File: src/rtl/seq_det_pkg.sv
// Shared types and defaults for the parametrised serial pattern detector.
// Optional match counter is enabled by defining SEQ_DET_MATCH_COUNT_EN.
package seq_det_pkg;

  localparam logic [3:0]  DEF_PATTERN = 4'b1010;
  localparam int unsigned DEF_LEN     = 4;
  localparam logic        DEF_OVERLAP = 1'b1;

  typedef enum logic [1:0] {
    IDLE  = 2'd0,
    ARMED = 2'd1,
    MATCH = 2'd2
  } state_e;

  // Out-of-range lengths (0 or above the maximum) select the full window.
  function automatic int unsigned clamp_len(input int unsigned len, input int unsigned max_len);
    return ((len == 0) || (len > max_len)) ? max_len : len;
  endfunction

endpackage

File: src/rtl/seq_det_window.sv
// History shift register, fill counter and window comparator of the detector.
// Match condition is evaluated on the post-shift history and fill values.
module seq_det_window #(
  parameter int unsigned MAX_LEN = 8,
  parameter int unsigned LEN_W   = $clog2(MAX_LEN + 1)
) (
  input  logic               clk,
  input  logic               reset_n,
  input  logic               i_clear,
  input  logic               i_shift,
  input  logic               i_bit,
  input  logic [MAX_LEN-1:0] i_pattern,
  input  logic [LEN_W-1:0]   i_len,
  input  logic               i_overlap,
  output logic               o_match_c,
  output logic               o_full_c,
  output logic               o_full_next_c
);

  logic [MAX_LEN-1:0] r_history;
  logic [LEN_W-1:0]   r_fill;
  logic [MAX_LEN-1:0] w_history_next;
  logic [LEN_W-1:0]   w_fill_next;
  logic [MAX_LEN-1:0] w_mask;

  always_comb begin
    w_history_next = {r_history[MAX_LEN-2:0], i_bit};
    w_fill_next    = (r_fill == LEN_W'(MAX_LEN)) ? r_fill : r_fill + LEN_W'(1);
    w_mask         = '0;
    for (int i = 0; i < MAX_LEN; i++) begin
      w_mask[i] = (i < int'(i_len));
    end
  end

  assign o_match_c     = i_shift && (w_fill_next >= i_len) &&
                         ((w_history_next & w_mask) == (i_pattern & w_mask));
  assign o_full_c      = (r_fill >= i_len);
  assign o_full_next_c = (w_fill_next >= i_len);

  // Non-overlap mode restarts the fill count so the next match needs fresh bits.
  always_ff @(posedge clk or negedge reset_n) begin
    if (!reset_n) begin
      r_history <= '0;
      r_fill    <= '0;
    end else if (i_clear) begin
      r_history <= '0;
      r_fill    <= '0;
    end else if (i_shift) begin
      r_history <= w_history_next;
      r_fill    <= (o_match_c && !i_overlap) ? '0 : w_fill_next;
    end
  end

endmodule

File: src/rtl/param_sequence_detector.sv
// Runtime-programmable Moore serial pattern detector with registered match pulse.
// Define SEQ_DET_MATCH_COUNT_EN to build the saturating match counter.
module param_sequence_detector
  import seq_det_pkg::*;
#(
  parameter  int unsigned MAX_LEN = 8,
  parameter  int unsigned CNT_W   = 16,
  localparam int unsigned LEN_W   = $clog2(MAX_LEN + 1)
) (
  input  logic               clk,
  input  logic               reset_n,
  input  logic               in,
  input  logic               in_valid,
  input  logic               cfg_load,
  input  logic [MAX_LEN-1:0] cfg_pattern,
  input  logic [LEN_W-1:0]   cfg_len,
  input  logic               cfg_overlap,
  output logic               out,
  output logic [CNT_W-1:0]   match_count
);

  logic [MAX_LEN-1:0] r_pattern;
  logic [LEN_W-1:0]   r_len;
  logic               r_overlap;
  state_e             r_state;
  state_e             w_state_next;
  logic               r_out;
  logic               w_accept;
  logic               w_match;
  logic               w_full;
  logic               w_full_next;

  assign w_accept = in_valid && !cfg_load;

  seq_det_window #(
    .MAX_LEN (MAX_LEN),
    .LEN_W   (LEN_W)
  ) u_window (
    .clk           (clk),
    .reset_n       (reset_n),
    .i_clear       (cfg_load),
    .i_shift       (w_accept),
    .i_bit         (in),
    .i_pattern     (r_pattern),
    .i_len         (r_len),
    .i_overlap     (r_overlap),
    .o_match_c     (w_match),
    .o_full_c      (w_full),
    .o_full_next_c (w_full_next)
  );

  // Configuration registers; reset restores the fixed 1010 detector.
  always_ff @(posedge clk or negedge reset_n) begin
    if (!reset_n) begin
      r_pattern <= MAX_LEN'(DEF_PATTERN);
      r_len     <= LEN_W'(clamp_len(DEF_LEN, MAX_LEN));
      r_overlap <= DEF_OVERLAP;
    end else if (cfg_load) begin
      r_pattern <= cfg_pattern;
      r_len     <= LEN_W'(clamp_len(32'(cfg_len), MAX_LEN));
      r_overlap <= cfg_overlap;
    end
  end

  always_ff @(posedge clk or negedge reset_n) begin
    if (!reset_n) begin
      r_state <= IDLE;
      r_out   <= 1'b0;
    end else begin
      r_state <= w_state_next;
      r_out   <= (w_state_next == MATCH);
    end
  end

  always_comb begin
    w_state_next = r_state;
    if (cfg_load) begin
      w_state_next = IDLE;
    end else begin
      case (r_state)
        IDLE, ARMED: begin
          if (in_valid) begin
            w_state_next = w_match ? MATCH : (w_full_next ? ARMED : IDLE);
          end
        end
        MATCH: begin
          if (in_valid) begin
            w_state_next = w_match ? MATCH : (w_full_next ? ARMED : IDLE);
          end else begin
            w_state_next = w_full ? ARMED : IDLE;
          end
        end
        default: w_state_next = IDLE;
      endcase
    end
  end

  assign out = r_out;

`ifdef SEQ_DET_MATCH_COUNT_EN
  logic [CNT_W-1:0] r_count;

  // Counts cycles in which out is being set, holding at the maximum value.
  always_ff @(posedge clk or negedge reset_n) begin
    if (!reset_n) begin
      r_count <= '0;
    end else if (cfg_load) begin
      r_count <= '0;
    end else if ((w_state_next == MATCH) && (r_count != '1)) begin
      r_count <= r_count + CNT_W'(1);
    end
  end

  assign match_count = r_count;
`else
  assign match_count = '0;
`endif

endmodule
File: config.mk
export PLATFORM = sky130hd
export DESIGN_NAME = param_sequence_detector
export DESIGN_NICKNAME = d
export VERILOG_FILES = /design/src/rtl/seq_det_pkg.sv /design/src/rtl/seq_det_window.sv /design/src/rtl/param_sequence_detector.sv
export SDC_FILE = /design/constraint.sdc
export NUM_CORES = 1
export LEC_CHECK = 0
export CORE_ASPECT_RATIO = 1.1
export CORE_MARGIN = 2
export CORE_UTILIZATION = 35
export CTS_CLUSTER_SIZE = 30
export DETAILED_ROUTE_END_ITERATION = 7
export SLEW_MARGIN = 20
export SYNTH_ARGS = -nofsm -noshare
export SYNTH_HDL_FRONTEND = slang
export SYNTH_SLANG_ARGS = --single-unit
export TNS_END_PERCENT = 50
File: constraint.sdc
create_clock -name clk -period 6.05 [get_ports clk]
set_input_delay 1.21 -clock clk [delete_from_list [all_inputs] [get_ports clk]]
set_output_delay 1.21 -clock clk [all_outputs]
set_load 0.05 [all_outputs]
==> Word level (Yosys, flattened, before mapping) <==
Cells that the tools add are included.
{ "totals": {"inputBits": 18, "reg_bits": 27, "out_inout_bits": 17, "elab_cells": 51} }
{ "classes": {"add_sub_neg": 1, "n_reduce_logical": 11, "n_bitwise": 2, "n_eq_ne": 5, "n_lt_le_gt_ge": 11, "muxes": 14} }
{ "ops": {"columns": ["operator", "n"], "rows": [
  ["$mux W4", 5],
  ["$and A8 B8 Y8", 2],
  ["$lt A3 B4 Y1 const A", 4],
  ["$mux W7", 2],
  ["$eq A8 B8 Y1", 1],
  ["$ge A4 B4 Y1", 2],
  ["$lt A1 B4 Y1 const A", 2],
  ["$lt A2 B4 Y1 const A", 2],
  ["$mux W2", 4],
  ["$add A4 B1 Y4 const B", 1],
  ["$eq A2 B2 Y1 const B", 2],
  ["$eq A4 B4 Y1 const B", 1],
  ["$gt A4 B4 Y1 const B", 1],
  ["$logic_and A1 B1 Y1", 4],
  ["$logic_not A4 Y1", 1],
  ["$pmux W2 S2", 1],
  ["$eq A2 B1 Y1 const B", 1],
  ["$logic_not A1 Y1", 2],
  ["$logic_not A2 Y1", 1],
  ["$mux W1", 2],
  ["$reduce_bool A2 Y1", 1],
  ["$reduce_or A2 Y1", 1],
  ["$logic_or A1 B1 Y1", 1]
]} }

==> Depth between registers and ports, before layout <==
{ "depth": {"ltp_word": 10, "depth_mapped": 12, "mapped_depth_nobuf": 11} }

==> By module <==
A second synthesis with hierarchy kept.
{ "unflattened": {"hier_cells": 161, "hier_area_um2": 1669.1} }
{ "by_module_without_submodules": {"columns": ["module", "seq_area_each_um2", "instances", "area_each_um2", "cells_each"], "rows": [
  ["seq_det_window", 275.3, 1, 895.9, 96],
  ["param_sequence_detector", 405.4, 1, 773.2, 65]
]} }

==> Worst setup path before layout <==
OpenSTA, ideal clock, no wires.
{ "synth_timing": {"path_type": "input to register", "from": "in in_valid", "to": "reg u_window.r_fill[0]", "path_slack_ps": 3941, "cell_stages": 6, "required_time_ps": 5911, "arrival_time_ps": 1970, "setup_ps": 139, "path_buffers": 1, "cell_sequence": "nor2b_1 > o21ai_0 > nor2_1 > and4_1 > buf_6 > o32ai_2"} }
{ "synth_via": {"elab_chain_len": 7, "elab_cells_between_ends": 8, "classes_between": "mux (3); reduce/logical (5)"} }
{ "synth_lines": {"columns": ["element", "line_no", "source"], "rows": [
  ["start, declared", "param_sequence_detector.sv:13", "input logic in_valid,"],
  ["$logic_and A1 B1 Y1 (*)", "param_sequence_detector.sv:33", "assign w_accept = in_valid && !cfg_load;"],
  ["$logic_and A1 B1 Y1 (2 in a row)", "seq_det_window.sv:35", "assign o_match_c = i_shift && (w_fill_next >= i_len) &&"],
  ["$logic_and A1 B1 Y1", "seq_det_window.sv:50", "r_fill <= (o_match_c && !i_overlap) ? '0 : w_fill_next;"],
  ["$mux W4", "seq_det_window.sv:50", null],
  ["$mux W4", "seq_det_window.sv:48", "end else if (i_shift) begin"],
  ["$mux W4", "seq_det_window.sv:45", "end else if (i_clear) begin"],
  ["end signal, assigned", "seq_det_window.sv:50", null],
  ["end, declared", "seq_det_window.sv:21", "logic [LEN_W-1:0] r_fill;"]
]} }
Mark *: on every way between the ends. The rest lies on a longest branch, timed or not. The select of a mux whose other input is x is not followed.
A chain may end at the register's enable or synchronous reset.

==> Final worst setup path <==
{ "layout_timing": {"from": "in in_valid", "to": "reg r_out (netlist: out)"} }
{ "layout_via": {"elab_chain_len": 8, "elab_cells_between_ends": 9, "classes_between": "eq/ne (1); mux (5); reduce/logical (3)"} }
{ "layout_lines": {"columns": ["element", "line_no", "source"], "rows": [
  ["$logic_and A1 B1 Y1", "param_sequence_detector.sv:33", null],
  ["$logic_and A1 B1 Y1 (2 in a row)", "seq_det_window.sv:35", null],
  ["$mux W2", "param_sequence_detector.sv:83, param_sequence_detector.sv:88", null],
  ["$mux W2, on equally long branches", "param_sequence_detector.sv:87, param_sequence_detector.sv:82", null],
  ["$pmux W2 S2 (*)", "param_sequence_detector.sv:80", "case (r_state)"],
  ["$mux W2 (*)", "param_sequence_detector.sv:77", "if (cfg_load) begin"],
  ["$eq A2 B2 Y1 (*)", "param_sequence_detector.sv:71", "r_out <= (w_state_next == MATCH);"],
  ["end signal, assigned", "param_sequence_detector.sv:71", null],
  ["end, declared", "param_sequence_detector.sv:27", "logic r_out;"]
]} }
Mark *: on every way between the ends. The rest lies on a longest branch, timed or not.

==> flow_summary.yaml <==
cells_and_area:
  areaGrowthSynthToFinish_pct: 13.0
  fillers: 468
  fin_util_pct: 40.7
  final_cells: 235
  final_nets: 208
  multi_input_area_um2: 848
  drive_above_1_share_pct: 11.7
  diodes: 0
  seq_area_um2: 681
timing:
  hold_viol: 0
  fin_skew_ns: 0.00403
  slew_viol_final: 0
  setup_viol: 0
  max_freq_mhz: 316
  fin_setup_tns_ns: 0
  period_needed_ns: 3.16
  slew_headroom_pct: 41.4
  rsz0062_at_grt: "false"
  worst_slew_pin_slew_ns: 0.877
  timing.final.crit_share_pct: 52.3
synthesis:
  seq_area_frac_synth_pct: 41.2
  synth_warnings: 0
  yosysUniqueCellTypes: 36
  synth_edf_count: 0
  postSynthAreaPerCell_um2: 10.2
  synth-async-reset-ratio_pct: 100
  syn_area_um2: 1650
  synth_cells: 162
  synth-seq-cells: 27
  yosys_most_used_dff: "dfrtp_1"
floorplan:
  die_x_um: 69.5
  boundaryPins: 35
  die_h_um: 76.0
  die_area_um2: 5280
  initial_core_util_pct: 36.0
  coreArea_um2: 4590
  num_rows: 26
flow_run:
  maxCapViolCount: 0
cts:
  clockBufferDepth: 2
  htree_levels: 1
  clk_pin_slew_worst_paths_ns: 0.09
  cts_tree: "done"
  numCtsBuffers: 3
  cts.repair.resized: 0
  cts_setup_buffers: 0
  cts.sinks: 27
  ctsHoldBuffers: 0
  clkLatencyLatePin_ns: 0.27
  root_buffer: "clkbuf_8"
detailed_routing:
  drc: 0
  via_count: 1133
  ant_nets: 0
  first_pass_iters: 4
  routed_wirelength_um: 2880
  wl_per_cell_um: 12.2
  drt-initial-drc-count: 40
  via_per_inst: 4.82
critical_path:
  critPathKind: "input port to flop"
  crit_fanout: 22
  reg2reg_from: "u_window.r_fill[0]"
  cp-end-kind: "flop"
  crit_start: "in_valid"
  reg2reg_depth: 11
  reg2reg_to: "u_window.r_fill[0]"
  critPathCapture: "out"
  start_kind: "input port"
  ff2ff_setup_slack_ns: 3.69
  worstPathArrival_ns: 3.38
  required_ns: 6.26
global_routing:
  antenna_found_initial: 0
  grt_max_degree: 31
  grt_pass1_vias: 1139
  grt_pass1_wl_um: 5200
  grt_remaining_overflow: 0
  grtUsageTotal_pct: 11.9
status:
  run_status: "completed"
worst_hold_path:
  min_path_type: "flop to flop"
  whs_path_depth: 1
power:
  switching_share_pct: 31.3
  internal_power_mw: 0.288
  power_mw: 0.419
  pwr-share-clk_pct: 24.3
  power_per_cell_area_nw_per_um2: 224
  power.leakage_nw: 0.834
  seq_power_share_pct: 49.6
  vdd_ir_drop_max_uv: 139
  net-switching-power_mw: 0.131
  p_comb_share_pct: 26.1
placement:
  routabilityCongestion: 0.785
  placedCellCount: 231
  dp_hpwl_um: 2180
  port_buffers: 18
power groups by stage:
stage          Combinational, mW  Clock (mW)  Sequential [mW]
2_1_floorplan             0.0897           0            0.208
3_3_place_gp               0.109           0            0.211
3_5_place_dp               0.111           0            0.211
4_1_cts                    0.111       0.104            0.208
5_1_grt                    0.124       0.112            0.210
6_report                   0.109       0.102            0.208
cells in the mapped netlist, drive strengths merged (3+ instances only):
cell | n | area (um2)
inv | 7 | 26.3
xnor2 | 10 | 87.6
nor2 | 11 | 43.8
buf | 20 | 145
a31oi | 3 | 18.8
o22ai | 5 | 31.3
o21ai | 8 | 40.0
nor3 | 3 | 15.0
ha | 10 | 125
mux2 | 9 | 101
nand2 | 9 | 33.8
dfstp | 4 | 105
dfrtp | 23 | 576
a21oi | 4 | 20.0
nor2b | 6 | 37.5
mux2i | 8 | 80.1
metrics by stage:
step | hold slack, ns | setup WS (ns) | area (um2)
after floorplan | 0.502 | 3.94 | 1710
after global placement | 0.516 | 2.66 | 1820
after detailed placement | 0.518 | 2.59 | 1820
after CTS | 0.539 | 2.86 | 1870
after global routing | 0.561 | 2.65 | 1870
final | 0.537 | 2.89 | 1870
worst max-delay path, cell delays in order:
cell,delay [ns]
clkdlybuf4s50_1,1.04
nor2b_1,0.31
o21ai_0,0.14
nor2_1,0.13
and4_1,0.35
o211a_1,0.18
flip-flops by register name (all words and copies together), names as in the netlist:
register            flops
r_pattern               8
u_window.r_history      7
out                     1
u_window.r_fill         4
r_overlap               1
r_state                 2
r_len                   4
how the worst min path moves through the flow:
stage | from | end | slack [ns]
floorplan | r_pattern[0] | r_pattern[0] | 0.50
global placement | r_pattern[0] | r_pattern[0] | 0.52
detailed placement | r_pattern[0] | r_pattern[0] | 0.52
CTS | r_pattern[0] | r_pattern[0] | 0.54
global route | r_pattern[0] | r_pattern[0] | 0.56
finish | r_pattern[0] | r_pattern[0] | 0.54
routing by layer:
metal  wire (um)  up-vias  share of wire (%)  global-route usage (%)
li1            -      567                  -                       -
met1        1290      545                 45                    15.2
met2        1490       19                 52                    21.6
met3          77        2                2.7                    1.59
met4          21        0               0.73                    2.35
met5           0        -                  0                       0
cell usage in the layout (no fill, tap or decap):
master	n
nor2b_1	6
o32ai_2	1
inv_1	7
a211oi_1	2
buf_4	2
nand2_1	9
mux2i_1	8
xnor2_1	10
nor3b_1	1
conb_1	16
dfrtp_1	23
o32ai_1	1
nand2b_1	2
clkbuf_1	1
and4_1	1
o21ai_0	8
clkbuf_8	3
o211a_1	2
a31oi_1	3
nand3_1	2
o21a_1	2
nor2_1	10
o22ai_1	5
clkdlybuf4s50_1	18
a221oi_1	1
and3_2	1
o22a_1	1
o21bai_1	1
a21o_1	1
dfstp_2	4
nor2_2	1
mux2_2	9
nor3_1	3
a21oi_1	4
ha_1	10
cell families (layout without fill, tap and decap cells):
group | Yosys count | after routing | share of synthesized area (%)
AO/OA/AOI/OAI | 32 | 32 | 13.2
adder cells (fa/ha/maj) | 10 | 10 | 7.58
buffers and inverters | 29 | 31 | 10.8
multiplexers | 17 | 17 | 11.0
flip-flops | 27 | 27 | 41.2
other | 1 | 16 | 0.227
XOR/XNOR | 10 | 10 | 5.30
AND/OR/NAND/NOR | 36 | 36 | 10.7
area by class of cell:
type                            count  share of cell area (%)
Sequential cell                    27                    36.5
Multi-Input combinational cell    121                    45.5
Timing Repair Buffer               20                    10.5
Tap cell                           56                    3.76
Inverter                            7                    1.41
Clock buffer                        4                    2.41
No activity file was read; power rests on OpenSTA's default activity.
